File: config.mk
export PLATFORM = sky130hd
export DESIGN_NAME = nes_oam_dma
export DESIGN_NICKNAME = d
export VERILOG_FILES = /design/src/rtl/nes_oam_dma.sv
export SDC_FILE = /design/constraint.sdc
export NUM_CORES = 1
export LEC_CHECK = 0
export CORE_UTILIZATION = 45
export CTS_CLUSTER_DIAMETER = 200
export DETAILED_ROUTE_END_ITERATION = 8
export GPL_ROUTABILITY_DRIVEN = 0
export MAX_ROUTING_LAYER = met4
export PLACE_DENSITY = 0.81
export SETUP_SLACK_MARGIN = 0.15
export SLEW_MARGIN = 20
export SYNTH_ARGS = -nofsm -noshare
export SYNTH_HDL_FRONTEND = slang
export SYNTH_SLANG_ARGS = --single-unit
File: constraint.sdc
create_clock -name phi2 -period 3.68 [get_ports phi2]
set_input_delay 0.92 -clock phi2 [delete_from_list [all_inputs] [get_ports phi2]]
set_output_delay 0.92 -clock phi2 [all_outputs]
set_load 0.01 [all_outputs]
File: src/rtl/nes_oam_dma.sv
// OAM DMA engine at $4014: halts the CPU and copies page $PP00-$PPFF to OAMDATA in get/put pairs.
// Optional OAM_DMA_CYCCNT_EN adds a dma_cycles output reporting the stall length of the last transfer.
module nes_oam_dma #(
   parameter logic [15:0] DMA_REG_ADDR  = 16'h4014,
   parameter logic [15:0] OAM_DATA_ADDR = 16'h2004,
   parameter int unsigned XFER_LEN      = 256
) (
   input  logic        phi2,
   input  logic        b_rst,
   input  logic [15:0] cpu_addr,
   input  logic [7:0]  cpu_wdata,
   input  logic        cpu_we,
   input  logic        cpu_rnw,
   output logic        cpu_rdy,
   output logic        dma_active,
   output logic [15:0] dma_addr,
   output logic        dma_rd,
   input  logic [7:0]  dma_rdata,
   output logic        dma_we,
   output logic [7:0]  dma_wdata,
   output logic        dma_busy
`ifdef OAM_DMA_CYCCNT_EN
   ,
   output logic [9:0]  dma_cycles
`endif
);

   localparam int unsigned IDX_W = $clog2(XFER_LEN);
   localparam logic [IDX_W-1:0] IDX_LAST = IDX_W'(XFER_LEN - 1);

   localparam logic [2:0] S_IDLE  = 3'd0;
   localparam logic [2:0] S_HALT  = 3'd1;
   localparam logic [2:0] S_ALIGN = 3'd2;
   localparam logic [2:0] S_READ  = 3'd3;
   localparam logic [2:0] S_WRITE = 3'd4;

   logic [2:0]       state, state_n;
   logic             put;
   logic [7:0]       page, page_n;
   logic [IDX_W-1:0] idx, idx_n;
   logic [7:0]       wdata_q, wdata_n;
   logic             trigger;

   logic             rdy_n, active_n, rd_n, we_n, busy_n;
   logic [15:0]      addr_n;
   logic [7:0]       wdata_out_n;

   assign trigger = cpu_we && (cpu_addr == DMA_REG_ADDR);

   // Next-state logic; bus outputs are then decoded from the next state so they come out registered.
   always_comb begin
      state_n = state;
      page_n  = page;
      idx_n   = idx;
      wdata_n = wdata_q;
      case (state)
         S_IDLE: begin
            if (trigger) begin
               page_n  = cpu_wdata;
               idx_n   = '0;
               state_n = S_HALT;
            end
         end
         S_HALT: begin
            // Start reading only once the CPU is on a read; align so READ lands on a get cycle.
            if (cpu_rnw) state_n = put ? S_READ : S_ALIGN;
         end
         S_ALIGN: state_n = S_READ;
         S_READ: begin
            wdata_n = dma_rdata;
            state_n = S_WRITE;
         end
         S_WRITE: begin
            idx_n   = idx + IDX_W'(1);
            state_n = (idx == IDX_LAST) ? S_IDLE : S_READ;
         end
         default: state_n = S_IDLE;
      endcase

      rdy_n    = (state_n == S_IDLE);
      busy_n   = !rdy_n;
      rd_n     = (state_n == S_READ);
      we_n     = (state_n == S_WRITE);
      active_n = rd_n || we_n;
      if (rd_n)      addr_n = {page_n, 8'(idx_n)};
      else if (we_n) addr_n = OAM_DATA_ADDR;
      else           addr_n = 16'h0000;
      wdata_out_n = we_n ? wdata_n : 8'h00;
   end

   // State and registered outputs; reset wins over a same-cycle trigger.
   always_ff @(posedge phi2) begin
      if (b_rst) begin
         state      <= S_IDLE;
         put        <= 1'b0;
         page       <= 8'h00;
         idx        <= '0;
         wdata_q    <= 8'h00;
         cpu_rdy    <= 1'b1;
         dma_busy   <= 1'b0;
         dma_active <= 1'b0;
         dma_rd     <= 1'b0;
         dma_we     <= 1'b0;
         dma_addr   <= 16'h0000;
         dma_wdata  <= 8'h00;
      end else begin
         state      <= state_n;
         put        <= ~put;
         page       <= page_n;
         idx        <= idx_n;
         wdata_q    <= wdata_n;
         cpu_rdy    <= rdy_n;
         dma_busy   <= busy_n;
         dma_active <= active_n;
         dma_rd     <= rd_n;
         dma_we     <= we_n;
         dma_addr   <= addr_n;
         dma_wdata  <= wdata_out_n;
      end
   end

`ifdef OAM_DMA_CYCCNT_EN
   logic [9:0] cyc_cnt;

   // Counts stalled cycles; the result is published only when a transfer completes.
   always_ff @(posedge phi2) begin
      if (b_rst) begin
         cyc_cnt    <= 10'd0;
         dma_cycles <= 10'd0;
      end else begin
         if (state == S_IDLE) begin
            if (trigger) cyc_cnt <= 10'd0;
         end else begin
            cyc_cnt <= cyc_cnt + 10'd1;
         end
         if ((state == S_WRITE) && (state_n == S_IDLE)) dma_cycles <= cyc_cnt + 10'd1;
      end
   end
`endif

endmodule

# ---- After elaboration in Yosys (flattened, before gate mapping)
# Cells that the tools add are included.
# W data, S select, Z words.
dict set report word_totals {
  register_bits 57
  input_bits 36
  out_inout_bits 29
  elab_cells 41
}
dict set report classes {
  add_sub_neg 1
  eq_ne 8
  n_mux 12
  bitwise 2
  n_reduce_logical 6
}
# cell n
set ops {}
lappend ops {{$mux W8} 4}
lappend ops {{$eq A16 B15 Y1 const B} 1}
lappend ops {{$mux W16} 1}
lappend ops {{$pmux W8 S2} 1}
lappend ops {{$pmux W3 S5} 1}
lappend ops {{$mux W14} 1}
lappend ops {{$eq A3 B2 Y1 const B} 3}
lappend ops {{$add A8 B1 Y8 const B} 1}
lappend ops {{$eq A8 B8 Y1 const B} 1}
lappend ops {{$eq A3 B3 Y1 const B} 2}
lappend ops {{$logic_not A3 Y1} 2}
lappend ops {{$mux W3} 2}
lappend ops {{$eq A3 B1 Y1 const B} 1}
lappend ops {{$mux W2} 1}
lappend ops {{$not A1 Y1} 2}
lappend ops {{$reduce_or A2 Y1} 1}
lappend ops {{$logic_and A1 B1 Y1} 1}
lappend ops {{$logic_not A1 Y1} 1}
lappend ops {{$logic_or A1 B1 Y1} 1}
lappend ops {{$mux W1} 1}

# ---- Longest topological paths before layout
dict set report depth {
  word_depth 7
  depth_mapped 8
  ltp_nobuf 6
}

# ---- Worst setup path after synthesis
# Ideal clock, no wire load.
dict set report synth_path {
  kind {in2reg}
  start {input port cpu_addr[9]}
  end {register page[0]}
  arrival_time_ns 2.111
  t_required_ns 3.552
  setup_slack_ns 1.442
  cell_stages 6
  path_buffers 1
  path_cell_list {nor4b_2 > nand3_1 > nor3_4 > buf_6 > mux2i_1 > nor2_1}
}
dict set report synth_via {
  elab_chain_len 4
}
# item line_no
set synth_lines {}
lappend synth_lines {{from (decl)} 10} ;# input logic [15:0] cpu_addr,
lappend synth_lines {{$eq A16 B15 Y1} 48} ;# assign trigger = cpu_we && (cpu_addr == DMA_REG_ADDR);
lappend synth_lines {{$logic_and A1 B1 Y1} 48}
lappend synth_lines {{$mux W8} 58} ;# if (trigger) begin
lappend synth_lines {{$mux W8} 56} ;# case (state)
lappend synth_lines {{to (signal assigned)} 109} ;# page <= page_n;
lappend synth_lines {{to (decl)} 39} ;# logic [7:0] page, page_n;
# Every way passes these cells.
# A chain may end at the register's enable or synchronous reset.

# ---- Worst setup path after layout
dict set report layout_path {
  start {input port cpu_addr[9]}
  end {register dma_addr[13]}
}
dict set report layout_via {
  elab_chain_len 7
  word_cells_on_any_way 10
  classes_between {3 x eq/ne; 6 x mux; 1 x reduce/logical}
}
# item line_no
set layout_lines {}
lappend layout_lines {{$eq A16 B15 Y1 (*)} 48}
lappend layout_lines {{$logic_and A1 B1 Y1 (*)} 48}
lappend layout_lines {{$mux W3} 58}
lappend layout_lines {{$pmux W3 S5} 56}
lappend layout_lines {{$eq A3 B3 Y1} 83} ;# we_n = (state_n == S_WRITE);
lappend layout_lines {{$mux W14} 86} ;# else if (we_n) addr_n = OAM_DATA_ADDR;
lappend layout_lines {{$mux W16 (*)} 85} ;# if (rd_n) addr_n = {page_n, 8'(idx_n)};
lappend layout_lines {{to (signal assigned)} 117} ;# dma_addr <= addr_n;
lappend layout_lines {{to (decl)} 16} ;# output logic [15:0] dma_addr,
# Every way passes the cells marked *; elsewhere a longest branch is shown, timed or not.

==> summary.md <==
| Metric | Value |
|---|---|
| Status | `complete, no violations` |
| Clock-pin transition on the worst setup and hold timing paths | `approximately 80 ps` |
| Synth unique cells | `41` |
| DRC | `0` |
| Area added between synthesis and finish | `42.3%` |
| Crit path max fanout | `13` |
| Final worst-path cycle share | `0.759` |
| Post-route ant nets | `0` |
| Total power density per cell area | `346 nW/µm²` |
| Final HPWL DP | `about 2600 µm` |
| Initial antenna violation count | `0` |
| Fin util | `0.680` |
| TritonCTS clock tree | `done` |
| Slew @ Worst Pin | `~740 ps` |
| Maxcap violations | `0` |
| PortBufs | `between 60 and 70` |
| Internal | `about 700 µW` |
| DR WL/cell | `around 12 µm` |
| Vias in the first global route | `~1400` |
| Vias after detailed routing | `1448` |
| CTS HTree Levels | `2` |
| Clock sink count | `49` |
| Row cnt | `22` |
| Fillers | `roughly 310` |
| Max IR drop VDD | `roughly 0.25 mV` |
| Nature of the critical path startpoint | `input pin` |
| Crit Path Category | `input pin to register` |
| # hold bufs at CTS | `0` |
| CP endpoint kind | `register` |
| Congestion Overflow GR | `0` |
| Final hold vios | `0` |
| Latest clock arrival within the worst-skew pair | `a little under 300 ps` |
| Drt total wl | `3460 µm` |
| Initial core utilization | `0.478` |
| Yosys warns | `0` |
| CTS Buffer Depth | `2` |
| Clock Power Share | `0.340` |
| Final Skew | `about 5.6 ps` |
| Die area | `4200 µm²` |
| Setup violators final | `0` |
| Avg Synthesized Cell Area | `9.87 µm²` |
| Reg power frac | `0.607` |
| TritonRoute pass-1 iters | `4` |
| WP data required | `approximately 3900 ps` |
| # IOs | `between 60 and 70` |
| Root Driver | `clkbuf_8` |
| RSZ-0062 raised after global routing | `false` |
| Switching share of power | `0.201` |
| Post-Syn Nets | `217` |
| Tmin final | `between 2000 and 3000 ps` |
| Chip width | `between 60 and 70 µm` |
| Post-synthesis sequential area ratio | `0.552` |
| Avg Vias per Cell | `a little under 5` |
| Layout cell share with drive strength beyond 1 | `0.0735` |
| Switching power | `176 µW` |
| Gr usage total | `0.188` |
| Synthesized area | `between 1500 and 2000 µm²` |
| Core ar. | `3720 µm²` |
| Ys async rst share | `0` |
| TritonCTS Buffers | `5` |
| Mapped Cells | `180` |
| Ant. Diodes | `0` |
| CTS resizes | `0` |
| Max Clk Rate | `358 MHz` |
| Worst hold path type | `register to register` |
| First-pass GRT wire length | `a little under 6000 µm` |
| Rel. slew slack | `0.502` |
| Postcts setup bufs | `0` |
| Max-slew violations | `0` |
| Combinational Power Share | `0.053` |
| Leak | `0.905 nW` |
| Crit path arrival time | `approximately 3000 ps` |
| Die Y | `between 60 and 70 µm` |
| Main synth FF type | `dfxtp_1` |
| First-iteration detailed-routing DRC count | `between 60 and 70` |
| #FFs+latches synth | `a little under 50` |
| Largest net degree at the start of global routing | `20` |
| Final net count | `281` |
| Total negative slack | `0 ps` |
| Number of flops mapped to enable cells by yosys | `0` |
[cell type report]
cell class                 count  area, µm²  share of cell area
clock buffer                   6       72.6              0.0287
clock inverter                 2       15.0             0.00594
inverter                       3       11.3             0.00445
multi-input combinational    119        733               0.290
sequential                    49        981               0.388
tap                           48       60.1              0.0238
timing repair buffer          66        656               0.259
[registers in the layout, indices dropped and copies added, names as in the netlist, 3 cells and up]
signal,flops
dma_addr,16
dma_wdata,8
idx,8
page,8
state,3
[worst paths after layout]
| path | from | endpoint | slack (ps) | depth (start not counted) |
|---|---|---|---|---|
| setup / recovery | cpu_addr[9] | dma_addr[13] | 890 | 6 |
| hold / removal | put | put | 470 | 1 |
| setup reg to reg | state[2] | dma_addr[13] | 1650 | 4 |
| hold reg to reg | put | put | 470 | 1 |
[cells in the mapped netlist (all sizes together), types with 2 or more instances]
library cell / instances / share of area
a21oi: 7 / 0.020
or3: 2 / 0.0070
buf: 4 / 0.018
nor3: 6 / 0.023
nand4: 3 / 0.011
a21boi: 2 / 0.011
o21ai: 2 / 0.0056
nand3: 5 / 0.014
clkbuf: 5 / 0.011
nor2: 35 / 0.074
and2: 10 / 0.035
or2: 3 / 0.011
nor2b: 3 / 0.011
nand2: 8 / 0.017
nor4: 2 / 0.0070
dfxtp: 49 / 0.55
a31oi: 3 / 0.011
mux2i: 10 / 0.056
inv: 3 / 0.0063
[stage by stage]
| stage | area (µm²) | instances | hold WS (ps) | power (mW) | setup WS, ps |
|---|---|---|---|---|---|
| floorplan | 1780 | 180 | 422 | 0.551 | 1440 |
| global placement | 2440 | 285 | 435 | 0.590 | 653 |
| detailed placement | 2440 | 285 | 449 | 0.590 | 547 |
| CTS | 2530 | 293 | 466 | 0.888 | 868 |
| global route | 2530 | 293 | 517 | 0.911 | 725 |
| finish | 2530 | 293 | 470 | 0.875 | 886 |
[layout by cell type (no fill, tap or decap), types with 2 or more instances in the layout]
cell / synthesis / layout
nor2b_1: 3 / 3
nor3_1: 5 / 5
and2_1: 10 / 10
clkinvlp_4: 0 / 2
nand2_1: 8 / 8
inv_1: 3 / 3
a21oi_1: 7 / 7
dfxtp_1: 49 / 49
buf_4: 0 / 2
a31oi_1: 3 / 3
clkbuf_8: 0 / 5
nor2_1: 35 / 35
o21ai_0: 2 / 2
or2_2: 2 / 2
nor4_1: 2 / 2
nand3_1: 5 / 5
clkdlybuf4s50_1: 0 / 64
mux2i_1: 10 / 10
nand4_1: 3 / 3
or3_1: 2 / 2
[power by group through the flow]
stage          clock (mW)  sequential, mW  combinational, mW
2_1_floorplan           0           0.543            0.00780
3_3_place_gp            0           0.544             0.0461
5_1_grt             0.329           0.531             0.0498
4_1_cts             0.311           0.531             0.0467
6_report            0.298           0.531             0.0463
3_5_place_dp            0           0.544             0.0465
[critical path: stages]
cell,delay [ps]
clkdlybuf4s50_1,420
nor4b_2,330
nand3_1,200
nor3_4,680
mux2i_1,300
a21boi_0,120
[cells by family after synthesis]
| group | after synthesis | share of synthesized area |
|---|---|---|
| adder cells (fa/ha/maj) | 1 | 0.00704 |
| AND/OR/NAND/NOR | 85 | 0.256 |
| multiplexers | 10 | 0.0563 |
| AO/OA/AOI/OAI | 21 | 0.0831 |
| flip-flops | 49 | 0.552 |
| XOR/XNOR | 2 | 0.00986 |
| buffers and inverters | 12 | 0.0352 |
[routing by layer]
metal | track usage | wire length [µm] | up-vias
li1 | - | - | 733
met1 | 0.213 | 1540 | 655
met2 | 0.310 | 1630 | 56
met3 | 0.0616 | 258 | 4
met4 | 0.0667 | 27 | 0
met5 | - | 0 | -
Power figures use the tool's default switching activity.
